[src/rtl/iir_biquad_param.sv]
// Direct Form II biquad with a two-stage pipeline, shadowed coefficients, a delayed
// bypass path and optional saturation of the state and output with a sticky overflow flag.
module iir_bq_mulsh #(
  parameter int NB = 12
) (
  input  logic [NB-1:0] c,
  input  logic [NB-1:0] x,
  output logic [NB+1:0] q
);
  logic [2*NB-1:0] cx, xx, p;
  logic            unused_lsb;

  assign cx = {{NB{c[NB-1]}}, c};
  assign xx = {{NB{x[NB-1]}}, x};
  assign p  = cx * xx;
  // Q1.(NB-1) rescale: dropping the low NB-1 bits is an arithmetic shift with floor rounding.
  assign q  = {p[2*NB-1], p[2*NB-1:NB-1]};
  assign unused_lsb = ^p[NB-2:0];
endmodule

module iir_biquad_param #(
  parameter int NB     = 12,
  parameter bit SAT_EN = 1'b1
) (
  input  logic            clk,
  input  logic            rst_n,
  input  logic            vIn,
  input  logic [NB-1:0]   dIn,
  input  logic [3*NB-1:0] b,
  input  logic [2*NB-1:0] a,
  input  logic            cfg_ld,
  input  logic            bypass,
  input  logic            ovf_clr,
  output logic [NB-1:0]   dOut,
  output logic            vOut,
  output logic            ovf
);
  localparam int STAGES = 2;

  logic [STAGES:1]        vld_pipe;
  logic [NB-1:0]          s1_d;
  logic [2:0][NB-1:0]     b_sh;
  logic [1:0][NB-1:0]     a_sh;
  logic [NB-1:0]          w1, w2;
  logic [1:0][NB-1:0]     fb_x;
  logic [1:0][NB+1:0]     fb_q;
  logic [2:0][NB-1:0]     ff_x;
  logic [2:0][NB+1:0]     ff_q;
  logic [NB+1:0]          w_sum, y_sum;
  logic [NB-1:0]          w_n, y_n;
  logic                   ovf_set;

  // A NB+2 bit sum fits in NB bits only when its top three bits agree.
  function automatic logic out_rng(input logic [NB+1:0] s);
    return !((s[NB+1:NB-1] == 3'b000) || (s[NB+1:NB-1] == 3'b111));
  endfunction

  function automatic logic [NB-1:0] reduce(input logic [NB+1:0] s);
    if (SAT_EN && out_rng(s))
      return s[NB+1] ? {1'b1, {(NB-1){1'b0}}} : {1'b0, {(NB-1){1'b1}}};
    return s[NB-1:0];
  endfunction

  assign fb_x = {w2, w1};
  assign ff_x = {w2, w1, w_n};

  for (genvar i = 0; i < 2; i++) begin : g_fb
    iir_bq_mulsh #(.NB(NB)) u_mul (.c(a_sh[i]), .x(fb_x[i]), .q(fb_q[i]));
  end
  for (genvar i = 0; i < 3; i++) begin : g_ff
    iir_bq_mulsh #(.NB(NB)) u_mul (.c(b_sh[i]), .x(ff_x[i]), .q(ff_q[i]));
  end

  assign w_sum   = {{2{s1_d[NB-1]}}, s1_d} - fb_q[0] - fb_q[1];
  assign w_n     = reduce(w_sum);
  assign y_sum   = ff_q[0] + ff_q[1] + ff_q[2];
  assign y_n     = reduce(y_sum);
  assign ovf_set = vld_pipe[1] & ~bypass & (out_rng(w_sum) | out_rng(y_sum));
  assign vOut    = vld_pipe[STAGES];

  always_ff @(posedge clk or negedge rst_n) begin
    if (!rst_n) begin
      vld_pipe <= '0;
      s1_d     <= '0;
      b_sh     <= '0;
      a_sh     <= '0;
      w1       <= '0;
      w2       <= '0;
      dOut     <= '0;
      ovf      <= 1'b0;
    end else begin
      vld_pipe <= {vld_pipe[STAGES-1:1], vIn};
      s1_d     <= dIn;
      if (cfg_ld) begin
        b_sh <= b;
        a_sh <= a;
      end
      if (vld_pipe[1]) begin
        if (bypass) begin
          dOut <= s1_d;
        end else begin
          dOut <= y_n;
          w1   <= w_n;
          w2   <= w1;
        end
      end
      ovf <= ovf_set | (ovf & ~ovf_clr);
    end
  end
endmodule

[config.mk]
export PLATFORM = sky130hd
export DESIGN_NAME = iir_biquad_param
export DESIGN_NICKNAME = d
export VERILOG_FILES = /design/src/rtl/iir_biquad_param.sv
export SDC_FILE = /design/constraint.sdc
export NUM_CORES = 2
export LEC_CHECK = 0
export CORE_MARGIN = 4
export CORE_UTILIZATION = 35
export DETAILED_ROUTE_END_ITERATION = 16
export PLACE_DENSITY = 0.48
export RECOVER_POWER = 25
export SYNTH_ARGS = -nofsm -noshare
export SYNTH_HDL_FRONTEND = slang
export SYNTH_SLANG_ARGS = --single-unit
[constraint.sdc]
create_clock -name clk -period 13.35 [get_ports clk]
set_input_delay 2.0025 -clock clk [delete_from_list [all_inputs] [get_ports clk]]
set_output_delay 2.0025 -clock clk [all_outputs]
set_load 0.03 [all_outputs]
==> metrics.log <==
[metrics] result of the run: complete, but fails checks
[metrics] violated checks: max-capacitance violations, max-slew violations, negative setup slack
[metrics] hold-critical path depth: 1
[metrics] final number of max-transition violations: 71
[metrics] final wirelength: 80.9 mm
[metrics] Reg clk slew, reported paths: 0.10 ns
[metrics] clock period minus final worst setup slack: 14.38 ns
[metrics] dpl ws: -1.51 ns
[metrics] global-route wire length before repair: 135 mm
[metrics] Distinct cells, synth: 70
[metrics] post-route cell area: 37700 um^2
[metrics] overall die height: 309 um
[metrics] effective utilization at floorplan: 35.2%
[metrics] number of design-rule violations left by the first detailed-router iteration: 824
[metrics] CP Capture Type: register
[metrics] vias after detailed routing: 22300
[metrics] RSZ-0062 raised after global routing: yes
[metrics] per-cell via count in the routed design: 4.63
[metrics] total CTS buffers: 9
[metrics] maximum clock rate: 0.0695 GHz
[metrics] worst setup slack after layout: -1.03 ns
[metrics] Crit Reg-Reg Startpoint: w2[2]
[metrics] R2R setup slack: -1.03 ns
[metrics] number of antenna violations at the first check in global routing: 3
[metrics] Antenna Violating Nets Remaining: 0
[metrics] net count after synthesis: 4346
[metrics] count of maximum capacitance violations: 1
[metrics] arrival time of the worst setup path: 14.71 ns
[metrics] buffer type at the clock tree root: clkbuf_16
[metrics] headroom to the max-slew limit: -223%
[metrics] final weighted congestion of routability-driven global placement: 0.816
[metrics] clock tree skew after final layout: 0.0182 ns
[metrics] total placed instance area: 36200 um^2
[metrics] commonest register cell after synthesis: dfrtp_1
[metrics] area enclosed by the die boundary: 95300 um^2
[metrics] via count of the first global-routing pass: 24200
[metrics] Core ar.: 89900 um^2
[metrics] clock latency at the later pin of the worst-skew pair: 0.42 ns
[metrics] total of flip-flops plus latches after synthesis: 111
[metrics] count of fill cells added during filler insertion: 9036
[metrics] number of warning messages in the yosys log: 0
[metrics] fraction of the yosys area taken by sequential cells: 8.78%
[metrics] number of buffers on the longest clock path: 2
[metrics] start point of the critical path: w2[2]
[metrics] clock sink total: 111
[metrics] Syn-to-layout area delta: 19.1%
[metrics] CTS tree: built
[metrics] # hold bufs at CTS: 0
[metrics] number of enable flip-flop cells after synthesis: 0
[metrics] number of ports placed on the die boundary: 92
[metrics] worst path required time: 13.67 ns
[metrics] proportion of register bits with asynchronous set or reset after synthesis: 100%
[metrics] leftover overflow at the end of global routing: 0
[metrics] crit share post-route: 108%
[metrics] final hold vios: 0
[metrics] Detail Placement HPWL: 68.8 mm
[metrics] per-cell routed wire length: 16.8 um
[metrics] Mean Syn Cell Area: 9.61 um^2
[metrics] critical path fanouts, max: 7
[metrics] global-route total usage across every layer: 18.1%
[metrics] slowest CP cell: fa_1
[metrics] Net count, final: 4688
[metrics] cell occurring most often along the worst timing path: fa_1
[metrics] fraction of layout cells with a size suffix above 1: 18.7%
[metrics] Crit Path Category: register to register
[metrics] number of standard cells after synthesis: 3294
[metrics] worst flop-to-flop path endpoint: dOut[8]
[metrics] Placement Rows: 110
[metrics] Port Buffers: 91
[metrics] post-synthesis cell area: 31600 um^2
[metrics] first-pass iteration count of the detailed router: 5
[metrics] chip width: 309 um
[metrics] DRC violations left: 0
[metrics] number of setup violations in the final report: 13
[metrics] termination of the worst setup path: dOut[8]
[metrics] worst min-delay path class: register to register
[metrics] peak per-stage delay on the critical path: 0.55 ns
[metrics] maximum number of pins on one net before global-route repair: 71
[metrics] startpoint type of the worst setup path: register
[metrics] worst r2r path cells: 61
[metrics] Max H-tree Level: 3
[metrics] Least-Margin Pin Slew: 4.84 ns
## how the worst min path moves through the flow
stage / slack, ns / endpoint / startpoint
after floorplan: 0.46 / vld_pipe[2] / vld_pipe[1]
after global placement: 0.49 / dOut[11] / dOut[11]
after detailed placement: 0.50 / dOut[11] / dOut[11]
after CTS: 0.53 / dOut[11] / dOut[11]
after global routing: 0.56 / dOut[11] / dOut[11]
final: 0.54 / dOut[11] / dOut[11]
## cell usage after synthesis, types with 9 or more instances
cell type / n / area share (%)
nor2b_1: 10 / 0.20
nand2_1: 412 / 4.9
dfrtp_1: 111 / 8.8
nor2_1: 78 / 0.93
buf_6: 9 / 0.32
o21ai_0: 36 / 0.57
ha_1: 267 / 11
a21oi_1: 65 / 1.0
xor2_1: 25 / 0.69
nand3_1: 18 / 0.28
a21o_1: 25 / 0.59
nand2b_1: 42 / 0.83
a211oi_1: 9 / 0.21
nor3_1: 20 / 0.32
mux2_2: 85 / 3.0
nand4_1: 9 / 0.18
inv_1: 731 / 8.7
fa_1: 707 / 45
o21a_1: 17 / 0.40
xnor2_1: 96 / 2.7
and2_1: 270 / 5.3
clkbuf_1: 124 / 1.5
## layout by cell type, fill, tap and decap left out, types with 15 or more instances in the layout
cell type,n
xor2_1,24
mux2_2,83
inv_1,719
buf_4,360
fa_1,693
ha_1,238
a21oi_2,20
clkdlybuf4s50_1,76
and2_1,262
o21a_1,17
o21ai_0,25
xnor2_1,88
nor3_1,16
a21o_1,25
nand2_1,406
dfrtp_2,21
ha_4,27
dfrtp_1,90
buf_6,19
a21oi_1,45
nor2_1,71
nand3_1,15
nand2b_1,41
## sequential cells by signal, summed over array words and instances, names as in the netlist
register,cells
a_sh,24
s1_d,12
b_sh,36
w1,12
w2,12
vld_pipe,2
ovf,1
dOut,12
## layout make-up
type | instances | area [um^2] | share of cell area, %
Timing Repair Buffer | 475 | 3930 | 10.4
Inverter | 732 | 2750 | 7.29
Tap cell | 1176 | 1470 | 3.90
Sequential cell | 111 | 2800 | 7.44
Clock inverter | 7 | 63.8 | 0.169
Antenna cell | 2 | 5.00 | 0.0133
Clock buffer | 9 | 225 | 0.597
Multi-Input combinational cell | 2307 | 26500 | 70.2
## logic make-up after synthesis
family                   after synthesis  share of synthesized area, %
AO/OA/AOI/OAI                        227                          5.02
XOR/XNOR                             121                          3.35
adder cells (fa/ha/maj)              974                          55.3
buffers and inverters                877                          10.7
flip-flops                           111                          8.78
multiplexers                          86                          3.06
AND/OR/NAND/NOR                      898                          13.9
## worst max-delay path, delay by kind of cell (launching register included)
family | cells | cell delay (ns)
fa+ha+maj | 17 | 7.00
compound gates | 19 | 3.72
simple gates | 10 | 1.67
buf+inv | 14 | 1.38
flops | 1 | 0.40
xor+xnor | 1 | 0.10
## metrics by stage
stage / hold slack (ns) / utilization (%) / setup TNS (ns) / instances
2_1_floorplan: 0.456 / - / -6.49 / 3294
3_3_place_gp: 0.493 / 40.3 / -17.56 / 4750
3_5_place_dp: 0.504 / 40.3 / -18.98 / 4750
4_1_cts: 0.526 / 41.5 / -12.62 / 4809
5_1_grt: 0.558 / 41.9 / -20.49 / 4817
6_report: 0.539 / 42.0 / -12.47 / 4819
## repair_timing
item,4_1_cts,5_1_grt
buffers inserted,41,8
endpoints found under the hold margin,0,0
setup endpoints to repair,13,13
cloned,2,1
gates resized for setup,110,84
pin swaps,49,68
## routing by layer
metal / GRT usage, % / routed length [um] / vias up
met5: 0 / 0 / -
met3: 1.55 / 1890 / 32
li1: - / - / 10500
met4: 3.20 / 1110 / 0
met1: 25.9 / 38400 / 11500
met2: 30.4 / 39400 / 223
Power is left out: the tool's default activity adds up to more than one toggle a clock period on the data nets, which glitch-free logic cannot reach.
